## config.mk

```make
export PLATFORM = sky130hd
export DESIGN_NAME = address_generator
export DESIGN_NICKNAME = d
export VERILOG_FILES = /design/src/rtl/address_generator_pkg.sv /design/src/rtl/address_generator.sv
export SDC_FILE = /design/constraint.sdc
export NUM_CORES = 1
export LEC_CHECK = 0
export ABC_AREA = 1
export BUFFER_PORTS_ARGS = -buffer_cell sky130_fd_sc_hd__buf_2
export CORE_AREA = 3 3 40 42
export DETAILED_ROUTE_END_ITERATION = 6
export DIE_AREA = 0 0 43 45
export PLACE_DENSITY = 0.49
export SLEW_MARGIN = 40
export SYNTH_ARGS = -nofsm -noshare
export SYNTH_HDL_FRONTEND = slang
export SYNTH_SLANG_ARGS = --single-unit
```

## constraint.sdc

```tcl
create_clock -name clk -period 1.59 [get_ports clk]
set_input_delay 0.159 -clock clk [delete_from_list [all_inputs] [get_ports clk]]
set_output_delay 0.159 -clock clk [all_outputs]
set_load 0.02 [all_outputs]
```

## src/rtl/address_generator_pkg.sv

```systemverilog
// ============================================================================
// address_generator_pkg : shared BIST direction encoding and terminal-address helper
// Revision 1.0
// ============================================================================
`default_nettype none

package address_generator_pkg;

  localparam logic DIR_UP   = 1'b0;
  localparam logic DIR_DOWN = 1'b1;

  // Address at which a sweep in direction d ends and the next step wraps.
  function automatic int terminal_addr(input int size, input logic d);
    return (d == DIR_DOWN) ? 0 : size - 1;
  endfunction

endpackage

`default_nettype wire

```

## src/rtl/address_generator.sv

```systemverilog
// ============================================================================
// address_generator : up/down BIST address counter with wrap pulse and terminal flag
// Optional sweep counter output pass_cnt enabled by macro ADDR_GEN_PASS_CNT_EN
// Revision 1.0
// ============================================================================
`default_nettype none

module address_generator
  import address_generator_pkg::*;
#(
  parameter  int ARRAY_SIZE = 16,
  localparam int ADDR_WIDTH = $clog2(ARRAY_SIZE)
) (
  input  logic                  clk,
  input  logic                  rst,
  input  logic                  en,
  input  logic                  dir,
  output logic [ADDR_WIDTH-1:0] addr_out,
  output logic                  last,
`ifdef ADDR_GEN_PASS_CNT_EN
  output logic [7:0]            pass_cnt,
`endif
  output logic                  wrap
);

  localparam logic [ADDR_WIDTH-1:0] c_TOP = ADDR_WIDTH'(ARRAY_SIZE - 1);

  logic [ADDR_WIDTH-1:0] r_addr;
  logic                  r_wrap;
  logic [ADDR_WIDTH-1:0] w_term;
  logic                  w_at_end;
  logic [ADDR_WIDTH-1:0] w_next;
  logic                  w_wrap;

  // Explicit terminal compare keeps non-power-of-two sizes inside 0..ARRAY_SIZE-1.
  always_comb begin
    w_term   = ADDR_WIDTH'(terminal_addr(ARRAY_SIZE, dir));
    w_at_end = (r_addr == w_term);
    w_next   = r_addr;
    w_wrap   = 1'b0;
    if (en) begin
      if (w_at_end) begin
        w_next = (dir == DIR_UP) ? '0 : c_TOP;
        w_wrap = 1'b1;
      end else if (dir == DIR_UP) begin
        w_next = r_addr + 1'b1;
      end else begin
        w_next = r_addr - 1'b1;
      end
    end
  end

  always_ff @(posedge clk or negedge rst) begin
    if (!rst) begin
      r_addr <= '0;
      r_wrap <= 1'b0;
    end else begin
      r_addr <= w_next;
      r_wrap <= w_wrap;
    end
  end

`ifdef ADDR_GEN_PASS_CNT_EN
  logic [7:0] r_pass_cnt;

  always_ff @(posedge clk or negedge rst) begin
    if (!rst) begin
      r_pass_cnt <= 8'd0;
    end else if (w_wrap) begin
      r_pass_cnt <= r_pass_cnt + 8'd1;
    end
  end

  assign pass_cnt = r_pass_cnt;
`endif

  assign addr_out = r_addr;
  assign wrap     = r_wrap;
  assign last     = w_at_end;

endmodule

`default_nettype wire

```

---- Word level (Yosys, flattened, before mapping) ----
Index checks and enable logic that the tools add are counted.
storage, ports and cells
  bits in registers ....................... 5
  input port bits ......................... 4
  output and inout bits ................... 6
operators by class
  add/subtract/negate cells ............... 2
  eq/ne operators ......................... 1
  multiplexer cells ....................... 6
operator list
  operator               count
  $mux W4                4
  $add A4 B1 Y4 const B  1
  $eq A4 B4 Y1           1
  $sub A4 B1 Y4 const B  1
  $mux W1                2

---- Depth between registers and ports, before layout ----
  depth after elaboration ................. 4
  mapped depth ............................ 7
  gate-level depth less buffers ........... 7

---- Worst setup path after synthesis ----
No wires, ideal clock.
  path type ............................... register to register
  from .................................... register r_addr[0] (netlist: addr_out[0])
  to ...................................... register r_addr[2] (netlist: addr_out[2])
  library setup time ...................... 0.121 ns
  arrival ................................. 1.316 ns
  required time ........................... 1.469 ns
  path slack .............................. 0.153 ns
  cell stages (with the launch flop) ...... 7
  path buffers ............................ 0
  period minus slack after synthesis ...... 1.437 ns
  cells stage by stage .................... dfrtp_1 > inv_1 > fa_1 > nand2_1 > inv_1 > o21ai_2 > a21oi_2
on the way
  longest elaborated chain between the ends .. 3
  elaborated cells between the ends (all ways) .. 5
RTL lines
  item                                                   RTL line                                          RTL
  start, declared                                        address_generator.sv:28                           logic [ADDR_WIDTH-1:0] r_addr;
  start signal, assigned                                 address_generator.sv:58                           r_addr <= w_next;
  $add A4 B1 Y4 / $sub A4 B1 Y4 (equally long branches)  address_generator.sv:46, address_generator.sv:48
  $mux W4                                                address_generator.sv:45                           end else if (dir == DIR_UP) begin
  $mux W4 *                                              address_generator.sv:42                           if (w_at_end) begin
Mark *: on every way between the ends. The rest lies on a longest branch, timed or not.
A chain may end at the register's enable or synchronous reset.

---- Worst setup path after layout ----
  from .................................... register r_addr[2] (netlist: addr_out[2])
  to ...................................... output port last
on the way
  longest elaborated chain between the ends .. 1
RTL lines
  item           RTL line                 RTL
  $eq A4 B4 Y1   address_generator.sv:38  w_at_end = (r_addr == w_term);
  end, declared  address_generator.sv:19  output logic last,
Every way passes these cells.

==> flow_metrics.tcl <==
set metrics [dict create \
    synth_top_area_share_pct 34.36 \
    antenna_found_initial 0 \
    r2r_setup_slack_ns 0.25 \
    gp_congestion 0.7455 \
    clk_latency_ns 0.23 \
    maxSlewHeadroom_pct 89.76 \
    wl_per_cell_um 9.890 \
    synth_top_area_cell "dfrtp_1" \
    syn_nets 55 \
    p_int_uw 594.4 \
    rows 13 \
    ys_warn_count 0 \
    final_cell_mix "inv_1, nand2_1, buf_2" \
    grt_pass1_vias 317 \
    synth_seq_area_share_pct 34.36 \
    hold_class "in2reg" \
    nets 75 \
    worst_pin_slew_ns 0.1536 \
    cts_inserted_buffers 3 \
    timing.fmax_mhz 654.1 \
    antenna_cells 0 \
    rr_endpoint "addr_out[1]" \
    placed_cells 73 \
    max-cap-violations 0 \
    cts_root_buffer "clkbuf_4" \
    grt_max_degree 7 \
    layout.cells.non_filler 82 \
    syn_inst 48 \
    powerDensity_nw_per_um2 2103 \
    synth_cell_types 16 \
    clockPowerShare_pct 12.8 \
    initial_core_util_pct 28.33 \
    pwr-share-seq_pct 21.4 \
    grt_use_total_pct 9.114 \
    htreeDepth 1 \
    place_ws_ns 0.1440 \
    worstHoldStart "en" \
    crit_type "reg2out" \
    clock_sinks 5 \
    setup_ws_ns 0.06114 \
    crit_required_ns 1.43 \
    vias 341 \
    drc 0 \
    io_buffers 9 \
    min_period_ns 1.529 \
    viasPerCell 4.159 \
    finalCritPeriodShare_pct 96.15 \
    setup_viol 0 \
    drv_slew 0 \
    leakage_nw 0.2951 \
    num_io_pins 10 \
    overflow 0 \
    comb_power_share_pct 65.8 \
    fp.dieW_um 43 \
    area_growth_pct 42.61 \
    synth_top_cells_by_area "dfrtp_1, inv_1, nand2_1" \
    cts_tree "yes" \
    synth-seq-cells 5 \
    r2r_cells 7 \
    crit_arrival_ns 1.37 \
    skew_ns 0.00007716 \
    hold_path_depth 2 \
    drt_iter0_markers 3 \
    place_hpwl_um 641.3 \
    status "completed" \
    hold_viol_final 0 \
    crit_fanout 4 \
    grt_pass1_wl_mm 1.290 \
    clk_pin_slew_ns 0.04 \
    syn_area_sq_um 364.1 \
    antenna_left 0 \
    coreArea_sq_um 1285 \
    r2r-start "addr_out[2]" \
    end_kind "primary output" \
    avgSynthCellArea_sq_um 7.585 \
    firstDrtPassIters 3 \
    die_h_um 45 \
    cts_buffer_depth 2 \
    grt_setup_unrepaired "false" \
    hold_path_end "addr_out[0]" \
    net-switching-power_uw 497.8 \
    finalSetupTns_ns 0 \
    final_common_cell "inv_1" \
    swShare_pct 45.58 \
    start_kind "flop" \
    die_area_sq_um 1935 \
    vdd.ir_drop.worst_v 0.0006923 \
    wl_um 811 \
    drive_gt1_share_pct 40.30 \
]
-- how the worst max path moves through the flow --
stage,start,endpoint,slack [ns],cells after the start
after floorplan,addr_out[0],addr_out[2],0.15,6
after global placement,addr_out[2],last,0.14,6
after detailed placement,addr_out[2],last,0.14,6
after CTS,addr_out[2],last,0.04,6
after global routing,addr_out[2],last,0.0002,6
final,addr_out[2],last,0.06,6
-- synth_stat cells --
master and instances:
nand3_1 2, xor2_1 1, inv_1 9, nand4_1 1
clkinv_1 2, fa_1 1, dfrtp_1 5, o21ai_2 1
nor2_1 7, nand3_2 1, inv_2 1, nand2_2 2
a21oi_1 2, a21oi_2 3, ha_1 2, nand2_1 8
-- power by group through the flow --
stage	Sequential [mW]	Combinational [mW]	Clock [mW]
2_1_floorplan	0.309	0.367	0
3_3_place_gp	0.232	0.616	0
3_5_place_dp	0.236	0.610	0
4_1_cts	0.231	0.699	0.147
5_1_grt	0.239	0.802	0.157
6_report	0.233	0.719	0.140
-- cells by family (layout without fill, tap and decap cells) --
group                    count (synthesis)  after routing  share of synthesized area, %
adder cells (fa/ha/maj)                  3              3                         12.37
buffers and inverters                   12             31                         12.37
XOR/XNOR                                 1              1                         2.406
AND/OR/NAND/NOR                         21             21                         26.12
AO/OA/AOI/OAI                            6              6                         12.37
flip-flops                               5              5                         34.36
-- what timing repair did --
item | CTS | global route
setup endpoints to repair | 1 | 1
pin swaps | 0 | 1
gates resized for setup | 2 | 1
setup buffers | 3 | 1
endpoints found under the hold margin | 5 | 0
hold buffers | 1 | 0
-- worst max-delay path, stage by stage (launching register included) --
cell	delay [ns]
dfrtp_1	0.41
ha_4	0.30
nand2_2	0.07
nor2_2	0.11
nand2_2	0.06
inv_1	0.05
buf_4	0.13
-- sequential cells by signal, indices dropped and copies added (netlist names) --
name,flops
addr_out,4
wrap,1
-- per-stage QoR --
stage          hold WS (ns)  util, %  cell area, sq um  power (mW)
2_1_floorplan       -0.1366        -             364.1      0.6758
3_3_place_gp       -0.01910    33.89             435.4      0.8487
3_5_place_dp       -0.01767    33.89             435.4      0.8456
4_1_cts              0.1872    39.63             509.2       1.077
5_1_grt              0.1946    40.41             519.2       1.199
6_report             0.1892    40.41             519.2       1.092
-- layer usage --
| metal | GRT usage (%) | vias to the layer above | share of wire (%) |
|---|---|---|---|
| li1 | - | 184 | - |
| met1 | 10.98 | 153 | 46 |
| met2 | 14.67 | 4 | 52 |
| met3 | 3.586 | 0 | 1.7 |
| met4 | 3.614 | 0 | 0 |
| met5 | 0 | - | 0 |
-- layout make-up --
cell class | count | area (sq um)
Multi-Input combinational cell | 31 | 209.0
Clock buffer | 4 | 26.28
Tap cell | 15 | 18.77
Timing Repair Buffer | 15 | 95.09
Inverter | 12 | 45.04
Sequential cell | 5 | 125.1
Fill cell | 143 | 765.7
(Power assumes the default switching activity.)
